===== src/rtl/alu_pkg.sv =====
// Shared opcode constants, flag bit positions and response-register state type
// for the ALU issue unit and its command FIFO.
package alu_pkg;

  localparam logic [3:0] SEL_ADD = 4'h0;
  localparam logic [3:0] SEL_SUB = 4'h1;
  localparam logic [3:0] SEL_MUL = 4'h2;
  localparam logic [3:0] SEL_DIV = 4'h3;
  localparam logic [3:0] SEL_AND = 4'h4;
  localparam logic [3:0] SEL_OR  = 4'h5;
  localparam logic [3:0] SEL_XOR = 4'h6;
  localparam logic [3:0] SEL_NOT = 4'h7;
  localparam logic [3:0] SEL_SHL = 4'h8;
  localparam logic [3:0] SEL_SHR = 4'h9;

  // First opcode that the external ALU does not implement.
  localparam logic [3:0] ILLEGAL_SEL_MIN = 4'hA;

  // Bit positions inside rsp_flags = {div_by_zero, overflow, zero, carry}.
  localparam int unsigned FLAG_CARRY = 0;
  localparam int unsigned FLAG_ZERO  = 1;
  localparam int unsigned FLAG_OVF   = 2;
  localparam int unsigned FLAG_DBZ   = 3;

  typedef enum logic [0:0] {
    RSP_EMPTY = 1'b0,
    RSP_FULL  = 1'b1
  } rsp_state_e;

  function automatic logic is_legal_sel(input logic [3:0] sel);
    return (sel < ILLEGAL_SEL_MIN);
  endfunction

endpackage


===== src/rtl/alu_cmd_fifo.sv =====
// Command FIFO: stores {a, b, sel} entries in order; head is shown
// combinationally and reads as all-zero while empty.
module alu_cmd_fifo
  import alu_pkg::*;
#(
  parameter int WIDTH = 8,
  parameter int DEPTH = 4
) (
  input  logic             clk,
  input  logic             rst_n,
  input  logic             push_i,
  input  logic [WIDTH-1:0] push_a_i,
  input  logic [WIDTH-1:0] push_b_i,
  input  logic [3:0]       push_sel_i,
  input  logic             pop_i,
  output logic [WIDTH-1:0] head_a_o,
  output logic [WIDTH-1:0] head_b_o,
  output logic [3:0]       head_sel_o,
  output logic             empty_o,
  output logic             full_o
);

  localparam int PTR_W = $clog2(DEPTH);
  localparam int CNT_W = PTR_W + 1;

  logic [WIDTH-1:0] mem_a_q   [DEPTH];
  logic [WIDTH-1:0] mem_b_q   [DEPTH];
  logic [3:0]       mem_sel_q [DEPTH];

  logic [PTR_W-1:0] wr_ptr_q, wr_ptr_d;
  logic [PTR_W-1:0] rd_ptr_q, rd_ptr_d;
  logic [CNT_W-1:0] count_q, count_d;
  logic             do_push_s, do_pop_s;

  assign empty_o   = (count_q == {CNT_W{1'b0}});
  assign full_o    = (count_q == CNT_W'(DEPTH));
  assign do_push_s = push_i && !full_o;
  assign do_pop_s  = pop_i && !empty_o;

  assign head_a_o   = empty_o ? {WIDTH{1'b0}} : mem_a_q[rd_ptr_q];
  assign head_b_o   = empty_o ? {WIDTH{1'b0}} : mem_b_q[rd_ptr_q];
  assign head_sel_o = empty_o ? 4'h0 : mem_sel_q[rd_ptr_q];

  // Next pointer/count values; pointers wrap naturally since DEPTH is a power of two.
  always_comb begin
    wr_ptr_d = wr_ptr_q;
    rd_ptr_d = rd_ptr_q;
    count_d  = count_q;
    if (do_push_s) begin
      wr_ptr_d = wr_ptr_q + PTR_W'(1);
    end else begin
      wr_ptr_d = wr_ptr_q;
    end
    if (do_pop_s) begin
      rd_ptr_d = rd_ptr_q + PTR_W'(1);
    end else begin
      rd_ptr_d = rd_ptr_q;
    end
    case ({do_push_s, do_pop_s})
      2'b10:   count_d = count_q + CNT_W'(1);
      2'b01:   count_d = count_q - CNT_W'(1);
      default: count_d = count_q;
    endcase
  end

  // Pointer and occupancy registers.
  always_ff @(posedge clk or negedge rst_n) begin
    if (!rst_n) begin
      wr_ptr_q <= {PTR_W{1'b0}};
      rd_ptr_q <= {PTR_W{1'b0}};
      count_q  <= {CNT_W{1'b0}};
    end else begin
      wr_ptr_q <= wr_ptr_d;
      rd_ptr_q <= rd_ptr_d;
      count_q  <= count_d;
    end
  end

  // Entry storage; contents are don't-care until written, so no reset.
  always_ff @(posedge clk) begin
    if (do_push_s) begin
      mem_a_q[wr_ptr_q]   <= push_a_i;
      mem_b_q[wr_ptr_q]   <= push_b_i;
      mem_sel_q[wr_ptr_q] <= push_sel_i;
    end
  end

endmodule


===== src/rtl/alu_issue_unit.sv =====
// ALU issue unit: queues commands, drives the FIFO head to an external
// combinational ALU, captures its outputs into a single response register
// and counts (then drops) illegal opcodes.
module alu_issue_unit
  import alu_pkg::*;
#(
  parameter int WIDTH = 8,
  parameter int DEPTH = 4
) (
  input  logic             clk,
  input  logic             rst_n,
  input  logic             cmd_valid,
  output logic             cmd_ready,
  input  logic [WIDTH-1:0] cmd_a,
  input  logic [WIDTH-1:0] cmd_b,
  input  logic [3:0]       cmd_sel,
  output logic [WIDTH-1:0] alu_a,
  output logic [WIDTH-1:0] alu_b,
  output logic [3:0]       alu_sel,
  input  logic [WIDTH-1:0] alu_result,
  input  logic [WIDTH-1:0] alu_quotient,
  input  logic [WIDTH-1:0] alu_remainder,
  input  logic             alu_carry,
  input  logic             alu_overflow,
  input  logic             alu_div_by_zero,
  output logic             rsp_valid,
  input  logic             rsp_ready,
  output logic [WIDTH-1:0] rsp_result,
  output logic [WIDTH-1:0] rsp_aux,
  output logic [3:0]       rsp_sel,
  output logic [3:0]       rsp_flags,
  output logic [7:0]       err_cnt,
  output logic             busy
);

  logic       fifo_empty_s, fifo_full_s;
  logic       push_s, issue_s, legal_s, load_s;
  logic [WIDTH-1:0] new_result_s;

  rsp_state_e       state_q, state_d;
  logic [WIDTH-1:0] rsp_result_q, rsp_result_d;
  logic [WIDTH-1:0] rsp_aux_q, rsp_aux_d;
  logic [3:0]       rsp_sel_q, rsp_sel_d;
  logic [3:0]       rsp_flags_q, rsp_flags_d;
  logic [7:0]       err_cnt_q, err_cnt_d;

  assign cmd_ready = !fifo_full_s;
  assign push_s    = cmd_valid && cmd_ready;
  assign issue_s   = !fifo_empty_s && ((state_q == RSP_EMPTY) || rsp_ready);
  assign legal_s   = is_legal_sel(alu_sel);
  assign load_s    = issue_s && legal_s;

  alu_cmd_fifo #(
    .WIDTH(WIDTH),
    .DEPTH(DEPTH)
  ) u_fifo (
    .clk        (clk),
    .rst_n      (rst_n),
    .push_i     (push_s),
    .push_a_i   (cmd_a),
    .push_b_i   (cmd_b),
    .push_sel_i (cmd_sel),
    .pop_i      (issue_s),
    .head_a_o   (alu_a),
    .head_b_o   (alu_b),
    .head_sel_o (alu_sel),
    .empty_o    (fifo_empty_s),
    .full_o     (fifo_full_s)
  );

  // Response register state: filled by a legal issue, drained by rsp_ready.
  always_comb begin
    state_d = state_q;
    case (state_q)
      RSP_EMPTY: begin
        if (load_s) begin
          state_d = RSP_FULL;
        end else begin
          state_d = RSP_EMPTY;
        end
      end
      RSP_FULL: begin
        if (load_s) begin
          state_d = RSP_FULL;
        end else if (rsp_ready) begin
          state_d = RSP_EMPTY;
        end else begin
          state_d = RSP_FULL;
        end
      end
      default: state_d = RSP_EMPTY;
    endcase
  end

  // Response payload and illegal-opcode counter; payload holds unless a legal issue.
  always_comb begin
    new_result_s = (alu_sel == SEL_DIV) ? alu_quotient : alu_result;
    rsp_result_d = rsp_result_q;
    rsp_aux_d    = rsp_aux_q;
    rsp_sel_d    = rsp_sel_q;
    rsp_flags_d  = rsp_flags_q;
    err_cnt_d    = err_cnt_q;
    if (load_s) begin
      rsp_result_d           = new_result_s;
      rsp_aux_d              = (alu_sel == SEL_DIV) ? alu_remainder : {WIDTH{1'b0}};
      rsp_sel_d              = alu_sel;
      rsp_flags_d[FLAG_CARRY] = alu_carry;
      rsp_flags_d[FLAG_ZERO]  = (new_result_s == {WIDTH{1'b0}});
      rsp_flags_d[FLAG_OVF]   = alu_overflow;
      rsp_flags_d[FLAG_DBZ]   = alu_div_by_zero;
    end else begin
      rsp_result_d = rsp_result_q;
    end
    if (issue_s && !legal_s && (err_cnt_q != 8'hFF)) begin
      err_cnt_d = err_cnt_q + 8'd1;
    end else begin
      err_cnt_d = err_cnt_q;
    end
  end

  // State, response and counter registers.
  always_ff @(posedge clk or negedge rst_n) begin
    if (!rst_n) begin
      state_q      <= RSP_EMPTY;
      rsp_result_q <= {WIDTH{1'b0}};
      rsp_aux_q    <= {WIDTH{1'b0}};
      rsp_sel_q    <= 4'h0;
      rsp_flags_q  <= 4'h0;
      err_cnt_q    <= 8'h00;
    end else begin
      state_q      <= state_d;
      rsp_result_q <= rsp_result_d;
      rsp_aux_q    <= rsp_aux_d;
      rsp_sel_q    <= rsp_sel_d;
      rsp_flags_q  <= rsp_flags_d;
      err_cnt_q    <= err_cnt_d;
    end
  end

  assign rsp_valid  = (state_q == RSP_FULL);
  assign rsp_result = rsp_result_q;
  assign rsp_aux    = rsp_aux_q;
  assign rsp_sel    = rsp_sel_q;
  assign rsp_flags  = rsp_flags_q;
  assign err_cnt    = err_cnt_q;
  assign busy       = !fifo_empty_s || rsp_valid;

endmodule


===== config.mk =====
export PLATFORM = sky130hd
export DESIGN_NAME = alu_issue_unit
export DESIGN_NICKNAME = d
export VERILOG_FILES = /design/src/rtl/alu_pkg.sv /design/src/rtl/alu_cmd_fifo.sv /design/src/rtl/alu_issue_unit.sv
export SDC_FILE = /design/constraint.sdc
export NUM_CORES = 1
export LEC_CHECK = 0
export ABC_AREA = 1
export CORE_ASPECT_RATIO = 0.5
export CORE_MARGIN = 3
export CORE_UTILIZATION = 50
export DETAILED_ROUTE_END_ITERATION = 7
export GPL_ROUTABILITY_DRIVEN = 0
export HOLD_SLACK_MARGIN = 0.03
export PLACE_DENSITY = 0.77
export SYNTH_ARGS = -nofsm -noshare
export SYNTH_HDL_FRONTEND = slang
export SYNTH_HIERARCHICAL = 1
export SYNTH_SLANG_ARGS = --single-unit

===== constraint.sdc =====
create_clock -name clk -period 7.2 [get_ports clk]
set_clock_uncertainty 0.1 [all_clocks]
set_input_delay 0.72 -clock clk [delete_from_list [all_inputs] [get_ports clk]]
set_output_delay 0.72 -clock clk [all_outputs]
set_load 0.01 [all_outputs]

; Word-level counts from Yosys, hierarchy flattened
; Memories as Yosys holds them, arrays and structs flattened.
; Index checks and enable logic that the tools add are counted.
[classes]
add_sub_neg = 5
order_cmp = 1
n_eq_ne = 5
mux = 12
bitwise = 1
reduce_logical = 15
[op_table]
columns = cell, n
row1 = 8-bit two-way mux, 4
row2 = 8-bit by 1-bit adder with 8-bit output (second input constant), 1
row3 = 8-bit zero test, 1
row4 = 8-bit != test (second input constant), 1
row5 = 1-bit logical AND, 7
row6 = 3-bit case mux with 2 select lines, 1
row7 = 1-bit two-way mux, 5
row8 = 2-bit by 1-bit adder with 2-bit output (second input constant), 2
row9 = 4-bit by 2-bit == test with 1-bit output (second input constant), 1
row10 = 4-bit < comparator (second input constant), 1
row11 = 4-bit two-way mux, 1
row12 = 3-bit by 1-bit adder with 3-bit output (second input constant), 1
row13 = 3-bit == test (second input constant), 1
row14 = 1-bit zero test, 3
row15 = 3-bit zero test, 1
row16 = 3-bit by 1-bit subtractor with 3-bit output (second input constant), 1
row17 = 2-bit by 1-bit == test with 1-bit output (second input constant), 1
row18 = 2-bit == test (second input constant), 1
row19 = 1-bit logical OR, 2
row20 = 1-bit case mux with 2 select lines, 1
row21 = 2-bit nonzero test, 1
row22 = 1-bit NOT, 1
[totals]
regBits = 40
ramBits = 80
memories = 3
[mem_list]
columns = memory, words, word_bits, rd, rd_clocked_by_memory_dff, wr, line
row1 = u_fifo.mem_a_q, 4, 8, 1, 0, 1, alu_cmd_fifo.sv:26  ; logic [WIDTH-1:0] mem_a_q [DEPTH];
row2 = u_fifo.mem_b_q, 4, 8, 1, 0, 1, alu_cmd_fifo.sv:27  ; logic [WIDTH-1:0] mem_b_q [DEPTH];
row3 = u_fifo.mem_sel_q, 4, 4, 1, 0, 1, alu_cmd_fifo.sv:28  ; logic [3:0] mem_sel_q [DEPTH];

; Longest topological paths before layout
; Gate-level depths: netlist of run 1.
[logic_depth]
ltp_word = 6
mapped_depth = 16
mapped_depth_nobuf = 15

; Hierarchy
; The synthesis of run 1 kept the hierarchy.
[by_module_without_submodules]
columns = mod, instances, cells_each, area_each_um2, seq_area_each_um2
row1 = alu_cmd_fifo, 1, 374, 4103.9, 2577.5
row2 = alu_issue_unit, 1, 197, 1604.0, 825.8

; Worst setup path after synthesis of run 1
; OpenSTA, ideal clock, no wires.
[synth_path]
path_type = input port to flip-flop
from = input port cmd_valid
to = memory u_fifo.mem_a_q[0][0], enable pin
setup_time_ns = 0.397
t_arrival_ns = 1.924
setup_slack_ns = 4.780
cell_stages = 4
n_path_buf = 0
cell_sequence = inv_1 -> nor2_1 -> nand2_1 -> nor2_1
[synth_between]
elab_chain_len = 4
[synth_lines]
columns = element, line
row1 = "start, declared", alu_issue_unit.sv:12  ; input logic cmd_valid,
row2 = 1-bit logical AND, alu_issue_unit.sv:48  ; assign push_s = cmd_valid && cmd_ready;
row3 = named net push_s, alu_issue_unit.sv:37  ; logic push_s, issue_s, legal_s, load_s;
row4 = 1-bit logical AND, alu_cmd_fifo.sv:37  ; assign do_push_s = push_i && !full_o;
row5 = 1-bit two-way mux, alu_cmd_fifo.sv:81  ; if (do_push_s) begin
row6 = 1-bit two-way mux (not written as such), alu_cmd_fifo.sv:82  ; mem_a_q[wr_ptr_q] <= push_a_i;
row7 = "end, declared", alu_cmd_fifo.sv:26
; The timed path passes the listed nets, and every way through them passes these cells.

; Worst setup path after layout of run 1
[layout_path]
from = register u_fifo.rd_ptr_q[1]
to = register rsp_result_q[0] (netlist: rsp_result[0])
[layout_between]
elab_chain_len = 4
elab_cells_between_ends = 6
[layout_lines]
columns = element, line
row1 = "start, declared", alu_cmd_fifo.sv:31  ; logic [PTR_W-1:0] rd_ptr_q, rd_ptr_d;
row2 = "start signal, assigned", alu_cmd_fifo.sv:70  ; rd_ptr_q <= {PTR_W{1'b0}};
row3 = "start signal, assigned", alu_cmd_fifo.sv:74  ; rd_ptr_q <= rd_ptr_d;
row4 = memory read 4 x 4 bit (*), --
row5 = 4-bit two-way mux (*), alu_cmd_fifo.sv:42  ; assign head_sel_o = empty_o ? 4'h0 : mem_sel_q[rd_ptr_q];
row6 = 4-bit < comparator or 4-bit by 2-bit == test with 1-bit output (tied branches), "alu_pkg.sv:31, alu_issue_unit.sv:97"
row7 = 1-bit logical AND or 8-bit two-way mux (tied branches), "alu_issue_unit.sv:51, alu_issue_unit.sv:97"
row8 = "end signal, assigned", alu_issue_unit.sv:125  ; rsp_result_q <= {WIDTH{1'b0}};
row9 = "end signal, assigned", alu_issue_unit.sv:132  ; rsp_result_q <= rsp_result_d;
row10 = "end, declared", alu_issue_unit.sv:41  ; logic [WIDTH-1:0] rsp_result_q, rsp_result_d;
; Every way passes the cells marked *; elsewhere a longest branch is shown, timed or not.
; A chain may end at the register's enable or synchronous reset.

==> results of run 1 <==
## per-layer routing
layer | vias up | track usage
met5 | - | 0
met4 | 0 | 0.0649
met3 | 8 | 0.0511
met2 | 119 | 0.330
met1 | 1871 | 0.236
li1 | 2010 | -
## power groups by stage
stage	clock [mW]	sequential [mW]	combinational, mW
final	0.820	1.04	1.46
after global routing	0.865	1.06	1.61
after CTS	0.837	1.04	1.48
after detailed placement	0	1.05	1.47
after global placement	0	1.04	1.44
after floorplan	0	1.05	0.951
## worst paths after layout
path / from / to / slack (ns)
setup reg to reg: u_fifo/rd_ptr_q[1] / rsp_result[0] / 2.94
setup / recovery: u_fifo/rd_ptr_q[1] / rsp_result[0] / 2.94
hold reg to reg: u_fifo/count_q[0] / u_fifo/count_q[0] / 0.38
hold / removal: rst_n / err_cnt[5] / 0.34
min in group clk: u_fifo/count_q[0] / u_fifo/count_q[0] / 0.38
max in group asynchronous: rst_n / rsp_result[2] / 6.11
## critical path, delay by kind of cell (launching register included)
family | cells | cell delay, ns
buf+inv | 2 | 1.49
compound gates | 2 | 0.58
simple gates | 4 | 1.27
flops | 1 | 0.68
## synth_stat cells, types with 5 or more instances
master | number | area (um^2)
sky130_fd_sc_hd__a21oi_2 | 19 | 166
sky130_fd_sc_hd__buf_2 | 6 | 30.0
sky130_fd_sc_hd__buf_6 | 10 | 113
sky130_fd_sc_hd__dfrtp_1 | 40 | 1000
sky130_fd_sc_hd__edfxtp_1 | 80 | 2400
sky130_fd_sc_hd__ha_1 | 6 | 75.1
sky130_fd_sc_hd__inv_1 | 113 | 424
sky130_fd_sc_hd__nand2_1 | 157 | 589
sky130_fd_sc_hd__nand2_2 | 20 | 125
sky130_fd_sc_hd__nand3_1 | 32 | 160
sky130_fd_sc_hd__nand3_2 | 20 | 200
sky130_fd_sc_hd__nor2_1 | 15 | 56.3
sky130_fd_sc_hd__o21ai_0 | 12 | 60.1
sky130_fd_sc_hd__o21ai_1 | 12 | 60.1
sky130_fd_sc_hd__xnor2_1 | 5 | 43.8
## cell families (layout without fill, tap and decap cells)
kind of cell / Yosys count / in the layout / synth area share
xor+xnor: 7 / 7 / 0.0107
simple gates: 252 / 252 / 0.211
flops: 120 / 120 / 0.596
fa+ha+maj: 7 / 7 / 0.0167
buf+inv: 138 / 257 / 0.109
compound gates: 47 / 47 / 0.0570
## final cells by class
type,count,area share
inverter,118,0.0608
clock buffer,20,0.0593
tap,140,0.0238
multi-input combinational,313,0.230
timing repair buffer,109,0.146
sequential,120,0.462
clock inverter,10,0.0177
## sequential cells by signal (all words and copies together), names as in the netlist, 4 cells and up
signal,count
rsp_sel,4
rsp_aux,8
err_cnt,8
u_fifo/mem_b_q,32
u_fifo/mem_sel_q,16
rsp_flags,4
u_fifo/mem_a_q,32
rsp_result,8
==> flow_metrics.py, run 1 <==
metrics = {
    "timing": {
        "timing_hold_violations_final": 0,
        "setup_viol": 0,
        "worstMarginPinSlew_ns": 1.23,
        "max_clock_freq_ghz": 0.235,
        "timing_max_transition_violations_final": 0,
        "final_min_period_over_clock_period": 0.591,
        "post_route_setup_tns_ns": 0,
        "min_period_ns": 4.26,
        "setup_slack_ns": 2.94,
        "hold-worst-slack_ns": 0.339,
        "relSlewSlack": 0.179,
        "unrepaired_setup_endpoints_after_global_routing": "false",
    },
    "global_route": {
        "maximum_number_of_pins_on_one_net_before_global_route_repair": 44,
        "grt_first_pass_wirelength_mm": 18.8,
        "groute.usage.overall": 0.191,
        "gr-total-overflow": 0,
        "initial_antenna_violation_count": 0,
        "first_global_vias": 3941,
    },
    "yosys": {
        "synth.ff_latch_count": 120,
        "synth.net_count": 629,
        "count_of_warnings_emitted_by_yosys": 6,
        "number_of_enable_flip_flop_cells_after_synthesis": 80,
        "synth.avg_cell_area_um2": 10.0,
        "synth_top_flop_cell": "sky130_fd_sc_hd__edfxtp_1",
        "seq_area_frac_synth": 0.596,
        "ys_async_sr_fraction": 0.333,
        "yosysUniqueCellTypes": 30,
        "synth.cell_area_um2": 5710,
        "netlist_instances": 571,
    },
    "pwr": {
        "power_leakage_nw": 3.30,
        "ir_worst_vdd_v": 0.000235,
        "swShare": 0.373,
        "power.density_cell_area_nw_per_um2": 450,
        "power_mw": 3.32,
        "p_clk_frac": 0.247,
        "netSwitchingPower_mw": 1.24,
        "part_of_the_total_power_dissipated_in_sequential_elements": 0.312,
        "internal_power_mw": 2.08,
        "comb_power_share": 0.440,
    },
    "final_layout": {
        "layout.nets": 737,
        "final_core_util": 0.690,
        "final-seq-area_um2": 3400,
        "areaGrowthSynthToFinish_pct": 29.0,
        "layout_cell_share_with_drive_strength_beyond_1": 0.146,
        "multi_input_area_um2": 1690,
        "layout.cells.most_common": "sky130_fd_sc_hd__nand2_1",
        "antenna-diode-count": 0,
        "stdcell_count": 830,
        "final_cell_area_um2": 7360,
        "number_of_fillers_in_the_final_layout": 785,
        "most-common-layout-cells": "sky130_fd_sc_hd__nand2_1, sky130_fd_sc_hd__inv_1, sky130_fd_sc_hd__clkdlybuf4s50_1, sky130_fd_sc_hd__edfxtp_1, sky130_fd_sc_hd__dfrtp_1",
    },
    "route": {
        "detail_route.wirelength_mm": 11.8,
        "detailroute.via_count": 4008,
        "drt_drc_violations_left": 0,
        "topRoutingLayerUsed": "met4",
        "vias_per_cell": 4.83,
        "drc_marker_count_from_the_first_detailed_route_iteration": 247,
        "antenna_violating_nets_post_route": 0,
        "firstDrtPassIters": 5,
        "routed_wire_length_per_instance_um": 14.2,
        "wl_met3_um": 712,
        "wl_met2_mm": 5.75,
        "wirelength_met1_mm": 5.25,
    },
    "critical_path": {
        "worstSetupEndpointType": "flop",
        "critPathMaxStageDelay_ns": 0.91,
        "timing.critical_path.cells": "inv_1 -> nand3_1 -> a21oi_1 -> o21ai_1 -> nand2_1 -> clkinv_1 -> nor2_1 -> nor2_1",
        "required_ns": 7.38,
        "crit_arrival_ns": 4.43,
        "critical_path.slowest_cell": "sky130_fd_sc_hd__inv_1",
        "path_max_fanout": 39,
        "cp_startpoint_kind": "flop",
        "crit_path_frequent_cell": "sky130_fd_sc_hd__nor2_1",
        "r2r.worst_path.cells": 8,
        "worstSetupPathType": "reg2reg",
    },
    "clocking": {
        "cts-htree-levels": 4,
        "worst_skew_pair.late_latency_ns": 0.40,
        "root_buffer": "sky130_fd_sc_hd__clkbuf_16",
        "cts_tree": "built",
        "ctsHoldBuffers": 0,
        "postCtsSetupRepairBufs": 0,
        "max_clock_buf_depth": 2,
        "cts_inserted_buffers": 17,
        "post_cts_resize_count": 0,
        "clk_pin_slew_worst_paths_ns": 0.05,
        "clock_sink_count": 120,
    },
    "floorplan": {
        "die-area_um2": 12800,
        "chipWidth_um": 157,
        "dieHeight_um": 81.6,
        "io-pin-count": 106,
        "floorplan.initialDensity": 0.535,
        "core-area_um2": 10700,
        "floorplan.rows": 26,
    },
    "hold_path": {
        "min-delay-path-class": "in2async",
    },
    "flow_run": {
        "timing.max_cap.violations": 0,
    },
    "placed_design": {
        "placedInstanceArea_um2": 6800,
        "io_buffer_count": 105,
        "dpl.hpwl_mm": 7.60,
        "placed_cells_incl_taps": 800,
        "pre_cts_ws_ns": 2.95,
    },
    "run_status": {
        "status": "complete, no violations",
    },
}
No activity file was read; power rests on OpenSTA's default activity.
==> run 2: changes to the inputs <==
--- a/config.mk
+++ b/config.mk
@@ -8,11 +8,11 @@
 export ABC_AREA = 1
 export CORE_ASPECT_RATIO = 0.5
 export CORE_MARGIN = 3
-export CORE_UTILIZATION = 50
+export CORE_UTILIZATION = 47
 export DETAILED_ROUTE_END_ITERATION = 7
 export GPL_ROUTABILITY_DRIVEN = 0
 export HOLD_SLACK_MARGIN = 0.03
-export PLACE_DENSITY = 0.77
+export PLACE_DENSITY = 0.76
 export SYNTH_ARGS = -nofsm -noshare
 export SYNTH_HDL_FRONTEND = slang
 export SYNTH_HIERARCHICAL = 1
==> constraint.sdc (replaced) <==
create_clock -name clk -period 3.41 [get_ports clk]
set_clock_uncertainty 0.1 [all_clocks]
set_input_delay 0.341 -clock clk [delete_from_list [all_inputs] [get_ports clk]]
set_output_delay 0.341 -clock clk [all_outputs]
set_load 0.01 [all_outputs]
==> run 2 against run 1 <==
Flip-flop and latch count stayed put. First-iteration DRC count is 1.6% higher. Total power is 110% higher. Final area is 1.2% higher. Combinational power is 120% higher. Via count is 2.0% higher. Routed wire length is 4.2% higher. Die area is 6.0% higher. Register-to-register slack worse by 2.1 ns. Clock power is 100% higher. Clock-buffer cell count is 3 lower.
==> flow_metrics.py, run 2 (same netlist as run 1, synthesis figures left out) <==
metrics = {
    "final_layout": {
        "number_of_fillers_in_the_final_layout": 891,
        "layout.cells.most_common": "sky130_fd_sc_hd__nand2_1",
        "final-seq-area_um2": 3400,
        "most-common-layout-cells": "sky130_fd_sc_hd__nand2_1, sky130_fd_sc_hd__inv_1, sky130_fd_sc_hd__clkdlybuf4s50_1, sky130_fd_sc_hd__edfxtp_1, sky130_fd_sc_hd__dfrtp_1",
        "layout_cell_share_with_drive_strength_beyond_1": 0.164,
        "layout.nets": 747,
        "antenna-diode-count": 0,
        "largest_registers": "u_fifo/mem_a_q (32), u_fifo/mem_b_q (32), u_fifo/mem_sel_q (16)",
        "areaGrowthSynthToFinish_pct": 30.5,
        "multi_input_area_um2": 1690,
    },
    "global_route": {
        "groute.usage.overall": 0.187,
        "initial_antenna_violation_count": 0,
        "maximum_number_of_pins_on_one_net_before_global_route_repair": 41,
        "gr-total-overflow": 0,
        "grt_first_pass_wirelength_mm": 19.9,
        "first_global_vias": 4055,
    },
    "route": {
        "antenna_violating_nets_post_route": 0,
        "detail_route.wirelength_mm": 12.3,
        "detailroute.via_count": 4088,
        "drc_marker_count_from_the_first_detailed_route_iteration": 251,
        "drt_drc_violations_left": 0,
        "firstDrtPassIters": 4,
        "vias_per_cell": 4.75,
        "routed_wire_length_per_instance_um": 14.3,
    },
    "pwr": {
        "power.density_cell_area_nw_per_um2": 946,
        "power_mw": 7.05,
        "p_clk_frac": 0.235,
        "swShare": 0.385,
        "comb_power_share": 0.461,
        "power_leakage_nw": 3.34,
        "netSwitchingPower_mw": 2.72,
        "part_of_the_total_power_dissipated_in_sequential_elements": 0.304,
        "ir_worst_vdd_v": 0.000462,
        "internal_power_mw": 4.33,
    },
    "timing": {
        "hold-worst-slack_ns": 0.380,
        "max_clock_freq_ghz": 0.366,
        "timing_hold_violations_final": 0,
        "worstMarginPinSlew_ns": 0.906,
        "timing_max_transition_violations_final": 0,
        "unrepaired_setup_endpoints_after_global_routing": "false",
        "post_route_setup_tns_ns": 0,
        "relSlewSlack": 0.396,
        "min_period_ns": 2.73,
        "setup_viol": 0,
        "final_min_period_over_clock_period": 0.802,
        "setup_slack_ns": 0.677,
    },
    "hold_path": {
        "min-delay-path-class": "reg2reg",
    },
    "critical_path": {
        "cp_startpoint_kind": "flop",
        "path_max_fanout": 11,
        "crit_arrival_ns": 2.29,
        "worstSetupEndpointType": "output pin",
        "required_ns": 2.97,
        "worstSetupPathType": "reg2out",
    },
    "clocking": {
        "max_clock_buf_depth": 2,
        "clk_pin_slew_worst_paths_ns": 0.06,
        "root_buffer": "sky130_fd_sc_hd__clkbuf_16",
        "post_cts_resize_count": 0,
        "cts-htree-levels": 4,
        "clock_sink_count": 120,
        "cts_tree": "built",
        "cts_inserted_buffers": 17,
        "worst_skew_pair.late_latency_ns": 0.41,
    },
    "placed_design": {
        "pre_cts_ws_ns": 0.827,
        "dpl.hpwl_mm": 8.28,
        "io_buffer_count": 105,
    },
    "floorplan": {
        "core-area_um2": 11400,
        "die-area_um2": 13600,
        "io-pin-count": 106,
        "floorplan.initialDensity": 0.500,
        "floorplan.rows": 27,
        "dieHeight_um": 83.9,
        "chipWidth_um": 162,
    },
    "run_status": {
        "status": "complete, no violations",
    },
    "flow_run": {
        "timing.max_cap.violations": 0,
    },
}
-- run 2: what timing repair did --
| item | 4_1_cts | 5_1_grt |
|---|---|---|
| hold buffers | 1 | 0 |
| setup buffers | 0 | 0 |
| hold endpoints to repair | 40 | 0 |
-- run 2: through the flow --
stage / instance area (um^2) / std cells / utilization
floorplan: 5710 / 571 / -
global placement: 6890 / 828 / 0.603
detailed placement: 6890 / 828 / 0.603
CTS: 7450 / 861 / 0.652
global route: 7450 / 861 / 0.652
finish: 7450 / 861 / 0.652
-- run 2: per-layer routing --
metal	track usage	wire [um]	share of wire	vias up
met5	0	0	0	-
met4	0.0875	215	0.017	0
met3	0.0431	761	0.062	23
met2	0.306	5950	0.48	121
met1	0.238	5390	0.44	1919
li1	-	-	-	2025
-- run 2: path summary, 6_finish.rpt --
kind,start,endpoint,slack (ns),depth (start not counted)
worst max-delay path,u_fifo/count_q[1],alu_sel[2],0.68,6
worst min-delay path,rsp_sel[0],rsp_sel[0],0.38,2
worst max register to register,u_fifo/count_q[1],rsp_result[4],0.82,10
worst min register to register,rsp_sel[0],rsp_sel[0],0.38,2
max in group asynchronous,rst_n,rsp_result[3],2.15,2
min in group asynchronous,rst_n,err_cnt[4],0.49,2
-- run 2: cell type report --
| type | count | share of cell area |
|---|---|---|
| Sequential cell | 120 | 0.457 |
| Multi-Input combinational cell | 313 | 0.227 |
| Timing Repair Buffer | 119 | 0.155 |
| Inverter | 118 | 0.0601 |
| Clock buffer | 17 | 0.0571 |
| Tap cell | 159 | 0.0267 |
| Clock inverter | 15 | 0.0170 |
-- run 2: critical path: stages, from the launching register on --
cell,delay (ns)
sky130_fd_sc_hd__dfrtp_1,0.35
sky130_fd_sc_hd__inv_1,0.09
sky130_fd_sc_hd__nand3_2,0.11
sky130_fd_sc_hd__inv_1,0.08
sky130_fd_sc_hd__buf_4,0.20
sky130_fd_sc_hd__a21oi_1,0.39
sky130_fd_sc_hd__clkdlybuf4s50_1,0.66
-- run 2: power by group through the flow --
stage	Clock [mW]	Sequential, mW	Combinational [mW]
floorplan	0	2.22	2.01
global placement	0	2.16	3.18
detailed placement	0	2.17	3.26
CTS	1.69	2.14	3.29
global route	1.76	2.19	3.58
finish	1.66	2.14	3.25
